===== src/rtl/uart_tx_mmio_if.sv =====
// Processor data-bus snoop port for the UART: store strobe, address and data in,
// plus the status word and its read-select back towards the ReadData mux.
interface uart_tx_mmio_if;
  logic        MemWrite;
  logic [31:0] DataAdr;
  logic [31:0] WriteData;
  logic [31:0] StatusData;
  logic        StatusSel;

  modport master (output MemWrite, DataAdr, WriteData, input StatusData, StatusSel);
  modport slave  (input MemWrite, DataAdr, WriteData, output StatusData, StatusSel);
endinterface


===== src/rtl/uart_tx_mmio.sv =====
// Memory-mapped 8N1 UART transmitter: stores to TX_ADDR fill a small FIFO that the
// serializer drains LSB first; STAT_ADDR exposes fill level, busy and sticky overflow.
module uart_tx_mmio #(
  parameter logic [31:0] TX_ADDR      = 32'h0000_0100,
  parameter logic [31:0] STAT_ADDR    = 32'h0000_0104,
  parameter int          CLKS_PER_BIT = 16,
  parameter int          FIFO_DEPTH   = 4
) (
  input  logic           clk,
  input  logic           reset,
  uart_tx_mmio_if.slave  bus,
  output logic           tx,
  output logic           busy
);

  localparam int PW = $clog2(FIFO_DEPTH);
  localparam int CW = PW + 1;
  localparam int BW = $clog2(CLKS_PER_BIT);
  localparam logic [BW-1:0] BAUD_LAST = BW'(CLKS_PER_BIT - 1);
  localparam logic [CW-1:0] CNT_FULL  = CW'(FIFO_DEPTH);

  typedef enum logic [1:0] {IDLE, START, DATA, STOP} state_e;

  state_e          state_q, state_d;
  logic [BW-1:0]   baud_q, baud_d;
  logic [2:0]      bit_q, bit_d;
  logic [7:0]      shift_q, shift_d;
  logic            tx_q, tx_d;

  logic [7:0]      mem_q [FIFO_DEPTH];
  logic [PW-1:0]   wptr_q, wptr_d;
  logic [PW-1:0]   rptr_q, rptr_d;
  logic [CW-1:0]   cnt_q, cnt_d;
  logic            ovf_q, ovf_d;

  logic            wr_tx, wr_stat;
  logic            full, empty;
  logic            push, pop;
  logic            baud_last;
  logic [3:0]      cnt_stat;
  logic            unused_wdata;

  // ---------------------------------------------------------------------------
  // Bus decode and FIFO flags
  // ---------------------------------------------------------------------------
  assign wr_tx     = bus.MemWrite && (bus.DataAdr == TX_ADDR);
  assign wr_stat   = bus.MemWrite && (bus.DataAdr == STAT_ADDR);
  assign full      = (cnt_q == CNT_FULL);
  assign empty     = (cnt_q == '0);
  // Fullness is judged on the pre-edge count, so a pop on the same edge
  // does not make room for the incoming byte.
  assign push      = wr_tx && !full;
  assign pop       = (state_q == IDLE) && !empty;
  assign baud_last = (baud_q == BAUD_LAST);

  assign unused_wdata = ^bus.WriteData[31:8];

  // ---------------------------------------------------------------------------
  // FIFO pointers, count and sticky overflow
  // ---------------------------------------------------------------------------
  always_comb begin
    wptr_d = wptr_q;
    rptr_d = rptr_q;
    cnt_d  = cnt_q;
    ovf_d  = ovf_q;

    if (push) wptr_d = wptr_q + PW'(1);
    if (pop)  rptr_d = rptr_q + PW'(1);

    unique case ({push, pop})
      2'b10:   cnt_d = cnt_q + CW'(1);
      2'b01:   cnt_d = cnt_q - CW'(1);
      default: cnt_d = cnt_q;
    endcase

    // Clear first so that a simultaneous drop-on-full keeps the flag set.
    if (wr_stat && bus.WriteData[2]) ovf_d = 1'b0;
    if (wr_tx && full)               ovf_d = 1'b1;
  end

  // ---------------------------------------------------------------------------
  // Serializer next state
  // ---------------------------------------------------------------------------
  always_comb begin
    state_d = state_q;
    baud_d  = baud_q;
    bit_d   = bit_q;
    shift_d = shift_q;
    tx_d    = tx_q;

    unique case (state_q)
      IDLE: begin
        tx_d = 1'b1;
        if (!empty) begin
          shift_d = mem_q[rptr_q];
          baud_d  = '0;
          bit_d   = '0;
          state_d = START;
          tx_d    = 1'b0;
        end
      end

      START: begin
        if (baud_last) begin
          baud_d  = '0;
          state_d = DATA;
          tx_d    = shift_q[0];
        end else begin
          baud_d  = baud_q + BW'(1);
        end
      end

      DATA: begin
        if (baud_last) begin
          baud_d = '0;
          if (bit_q == 3'd7) begin
            state_d = STOP;
            tx_d    = 1'b1;
          end else begin
            // Next bit goes out on the same edge as the shift.
            shift_d = shift_q >> 1;
            bit_d   = bit_q + 3'd1;
            tx_d    = shift_q[1];
          end
        end else begin
          baud_d = baud_q + BW'(1);
        end
      end

      STOP: begin
        tx_d = 1'b1;
        if (baud_last) begin
          baud_d  = '0;
          state_d = IDLE;
        end else begin
          baud_d  = baud_q + BW'(1);
        end
      end

      default: begin
        state_d = IDLE;
        tx_d    = 1'b1;
      end
    endcase
  end

  // ---------------------------------------------------------------------------
  // State registers
  // ---------------------------------------------------------------------------
  always_ff @(posedge clk) begin
    if (reset) begin
      state_q <= IDLE;
      baud_q  <= '0;
      bit_q   <= '0;
      shift_q <= '0;
      tx_q    <= 1'b1;
      wptr_q  <= '0;
      rptr_q  <= '0;
      cnt_q   <= '0;
      ovf_q   <= 1'b0;
    end else begin
      state_q <= state_d;
      baud_q  <= baud_d;
      bit_q   <= bit_d;
      shift_q <= shift_d;
      tx_q    <= tx_d;
      wptr_q  <= wptr_d;
      rptr_q  <= rptr_d;
      cnt_q   <= cnt_d;
      ovf_q   <= ovf_d;
    end
  end

  // Payload storage carries no reset; validity is tracked by the count.
  always_ff @(posedge clk) begin
    if (push && !reset) mem_q[wptr_q] <= bus.WriteData[7:0];
  end

  // ---------------------------------------------------------------------------
  // Outputs
  // ---------------------------------------------------------------------------
  assign cnt_stat       = 4'(cnt_q);
  assign tx             = tx_q;
  assign busy           = (state_q != IDLE) || !empty;
  assign bus.StatusSel  = (bus.DataAdr == STAT_ADDR);
  assign bus.StatusData = {24'h0, cnt_stat, empty, ovf_q, busy, full};

endmodule


===== src/flat_wrapper.sv =====
// flat-port wrapper written by rule: the top's interface ports become plain ports
module uart_tx_mmio_flat 
#(
  parameter logic [31:0] TX_ADDR      = 32'h0000_0100,
  parameter logic [31:0] STAT_ADDR    = 32'h0000_0104,
  parameter int          CLKS_PER_BIT = 16,
  parameter int          FIFO_DEPTH   = 4
)
  (clk, reset, tx, busy, bus_MemWrite, bus_DataAdr, bus_WriteData, bus_StatusData, bus_StatusSel);
  uart_tx_mmio_if bus_i ();
  input  logic clk;
  input  logic reset;
  output logic tx;
  output logic busy;
  input wire logic [$bits(bus_i.MemWrite)-1:0] bus_MemWrite;
  input wire logic [$bits(bus_i.DataAdr)-1:0] bus_DataAdr;
  input wire logic [$bits(bus_i.WriteData)-1:0] bus_WriteData;
  output wire logic [$bits(bus_i.StatusData)-1:0] bus_StatusData;
  output wire logic [$bits(bus_i.StatusSel)-1:0] bus_StatusSel;
  assign bus_i.MemWrite = bus_MemWrite;
  assign bus_i.DataAdr = bus_DataAdr;
  assign bus_i.WriteData = bus_WriteData;
  assign bus_StatusData = bus_i.StatusData;
  assign bus_StatusSel = bus_i.StatusSel;
  uart_tx_mmio #(.TX_ADDR(TX_ADDR), .STAT_ADDR(STAT_ADDR), .CLKS_PER_BIT(CLKS_PER_BIT), .FIFO_DEPTH(FIFO_DEPTH)) u_core (.clk(clk), .reset(reset), .bus(bus_i), .tx(tx), .busy(busy));
endmodule

===== config.mk =====
export PLATFORM = sky130hd
export DESIGN_NAME = uart_tx_mmio_flat
export DESIGN_NICKNAME = d
export VERILOG_FILES = /design/src/rtl/uart_tx_mmio_if.sv /design/src/rtl/uart_tx_mmio.sv /design/src/flat_wrapper.sv
export SDC_FILE = /design/constraint.sdc
export NUM_CORES = 1
export LEC_CHECK = 0
export ABC_AREA = 0
export BUFFER_PORTS_ARGS = -buffer_cell sky130_fd_sc_hd__buf_2
export CAP_MARGIN = 20
export CORE_MARGIN = 2
export CORE_UTILIZATION = 54
export CTS_CLUSTER_SIZE = 40
export DETAILED_ROUTE_END_ITERATION = 10
export PLACE_DENSITY_LB_ADDON = 0.15
export SKIP_CTS_REPAIR_TIMING = 1
export SYNTH_ARGS = -nofsm -noshare
export SYNTH_HDL_FRONTEND = slang
export SYNTH_SLANG_ARGS = --single-unit

===== constraint.sdc =====
create_clock -name clk -period 6.5 [get_ports clk]
set_input_delay 0.975 -clock clk [delete_from_list [all_inputs] [get_ports clk]]
set_output_delay 0.975 -clock clk [all_outputs]
set_load 0.005 [all_outputs]

==> impl_metrics.ini <==
[placement]
hpwlAfterDp_um = 3411
dpl_worst_slack_ns = 3.318
gpl.final_weighted_congestion = 0.8092
number_of_port_buffers = 52

[timing]
number_of_endpoints_with_negative_hold_slack_in_the_final_report = 0
rsz0062_at_grt = false
worstMarginPinSlew_ns = 0.6859
timing.final.crit_period_ns = 2.941
layout_setup_ws_ns = 3.559
max_clock_freq_mhz = 340.0
maxSlewHeadroom = 0.5427
slew_violations = 0
period_share = 0.4525
clock_skew_ns = 0.01105
timing.final.setup_violations = 0
fin_tns_setup_ns = 0

[floorplanning]
fp-row-count = 27
top_level_ports = 102
dieHeight_um = 78.36
coreArea_um2 = 5405
initial_util = 0.5523
chipWidth_um = 78.36
dieArea_um2 = 6140

[layout]
multi_input_area_um2 = 1225
drive_gt1_frac = 0.3023
diodes = 0
register_area_um2 = 1521
num-nets-final = 377
syn2layout_area_growth_pct = 11.36
num-fill-cells = 462

[logic_synthesis]
syn-cell-area_um2 = 2985
synthDistinctLibCells = 45
number_of_flops_mapped_to_enable_cells_by_yosys = 32
muxShareOfSynthArea = 0.09053
postSynthRegisterBits = 60
synth_xor_xnor_area_share = 0.01467
synth_async_sr_flop_share = 0
synth_compound_area_frac = 0.08382
synth_sequential_area_ratio = 0.5096
synth_cells = 249
synth-main-ff-cell = sky130_fd_sc_hd__edfxtp_1
yosys.area_share.simple = 0.1287
ys.warnings.count = 0
adder_cell_share_of_the_synthesized_area = 0.06119
synth_area_per_cell_um2 = 11.99
synth_top_family_by_area = simple AND/OR/NAND/NOR gates

[setup_path]
crit_type = in2out
timing.rr.end = u_core.cnt_q[2]
rrSetupSlack_ns = 4.19
worstReg2RegStart = u_core.state_q[0]
crit_required_ns = 5.52
arrival_ns = 1.97
worstRegToRegCells = 9
path_max_fanout = 3
worst_setup_path_start_kind = input pin
worst_setup_path_end_kind = primary output

[detailed_routing]
routed_wire_length_per_instance_um = 12.80
totalWireLength_um = 4773
drt_initial_violations = 60
detail_route.vias_per_cell = 5.011
vias = 1869
drcViolationCount = 0
drt_first_pass_iters = 4
final_antenna_net_count = 0

[pwr]
power_density_nw_per_um2 = 245.4
max-vdd-ir-drop_mv = 0.1767
leakagePower_nw = 1.237

[clock_tree]
clock_tree.root_cell = sky130_fd_sc_hd__clkbuf_8
cts_max_level = 3
clock_sinks = 60
clk_transition_reported_paths_ns = 0.07
clock_latency_on_the_worst_skew_pair_ns = 0.33
max-clock-path-buffers = 2
cts_tree = done
num_cts_buffers = 9

[global_route]
pin_count_of_the_biggest_net_entering_global_routing = 29
grt_first_pass_wirelength_um = 7693
grt_antenna_before_repair = 0
grt_pass1_vias = 1714
grt_use_total = 0.1634
grt_remaining_overflow = 0

[worst_hold_path]
hold_depth = 1
whs_endpoint = u_core.tx
worstHoldPathType = reg2reg
worst_hold_startpoint = u_core.tx

[run_status]
outcome = completed

[flow_run]
max_cap_violations = 0
where the power goes:
| group | switching, mW | total, mW | internal [mW] |
|---|---|---|---|
| clock | 0.153 | 0.293 | 0.140 |
| combinational | 0.0586 | 0.101 | 0.0421 |
| sequential | 0.00936 | 0.422 | 0.413 |
layout by cell type (no fill, tap or decap), drive strengths merged, types with 9 or more instances in the layout:
cell,count
a21oi,12
buf,52
clkbuf,9
conb,25
dfxtp,28
edfxtp,32
ha,13
inv,16
mux2i,9
nor2,24
registers in the layout, indices dropped and copies added, names as in the netlist, named ones only:
name	flops
u_core.baud_q	4
u_core.bit_q	3
u_core.cnt_q	3
u_core.mem_q	32
u_core.ovf_q	1
u_core.rptr_q	2
u_core.shift_q	8
u_core.state_q	2
u_core.tx	1
u_core.wptr_q	2
cells in the mapped netlist, drive strengths merged (3+ instances only):
| cell | number | share of area |
|---|---|---|
| dfxtp | 28 | 0.19 |
| nor3 | 6 | 0.010 |
| buf | 34 | 0.085 |
| clkbuf | 6 | 0.0075 |
| a211oi | 8 | 0.032 |
| a21oi | 12 | 0.020 |
| nor3b | 3 | 0.0075 |
| and2 | 6 | 0.013 |
| o21ai | 7 | 0.012 |
| ha | 13 | 0.054 |
| mux2i | 9 | 0.030 |
| inv | 14 | 0.018 |
| xor2 | 3 | 0.0088 |
| edfxtp | 32 | 0.32 |
| or3 | 3 | 0.0080 |
| mux4 | 8 | 0.060 |
| nor4 | 6 | 0.013 |
| nor2 | 24 | 0.036 |
| nand3 | 4 | 0.0067 |
layout make-up:
| type | instances | area share |
|---|---|---|
| clock inverter | 7 | 0.01543 |
| tap | 72 | 0.02710 |
| inverter | 14 | 0.01581 |
| sequential | 60 | 0.4577 |
| timing repair buffer | 52 | 0.07828 |
| clock buffer | 9 | 0.03726 |
| multi-input combinational | 159 | 0.3685 |
per-stage QoR:
step / util / instances / power [mW] / cell area (µm²) / hold WS [ns]
CTS: 0.6150 / 373 / 0.8264 / 3324 / 0.4761
finish: 0.6150 / 373 / 0.8159 / 3324 / 0.4676
global placement: 0.5826 / 357 / 0.5297 / 3149 / 0.4457
detailed placement: 0.5826 / 357 / 0.5321 / 3149 / 0.4602
global route: 0.6150 / 373 / 0.8536 / 3324 / 0.4818
floorplan: - / 273 / 0.5195 / 3075 / 0.4536
cells by family (layout without fill, tap and decap cells):
kind of cell	Yosys count	in the layout
other cells	1	25
xor+xnor	5	5
flops	60	60
simple gates	65	65
fa+ha+maj	14	14
buf+inv	54	82
mux	17	17
compound gates	33	33
layer usage:
layer / wire, µm / share of wire / global-route usage
met4: 59 / 0.012 / 0.07895
met5: 0 / 0 / 0
met1: 2045 / 0.43 / 0.1916
met3: 201 / 0.042 / 0.04138
met2: 2465 / 0.52 / 0.2802
worst max path at each step:
| stage | start | end |
|---|---|---|
| CTS | bus_DataAdr[1] | bus_StatusSel |
| global placement | bus_DataAdr[1] | u_core.cnt_q[2] |
| global route | bus_DataAdr[1] | u_core.cnt_q[2] |
| floorplan | bus_DataAdr[13] | u_core.cnt_q[2] |
| finish | bus_DataAdr[1] | bus_StatusSel |
| detailed placement | bus_DataAdr[1] | u_core.cnt_q[2] |
critical path: stages:
cell                      delay, ns
sky130_fd_sc_hd__buf_2         0.10
sky130_fd_sc_hd__nor4_1        0.28
sky130_fd_sc_hd__nand4_1       0.26
sky130_fd_sc_hd__nor3_1        0.22
sky130_fd_sc_hd__buf_2         0.14
No activity file was read; power rests on OpenSTA's default activity.
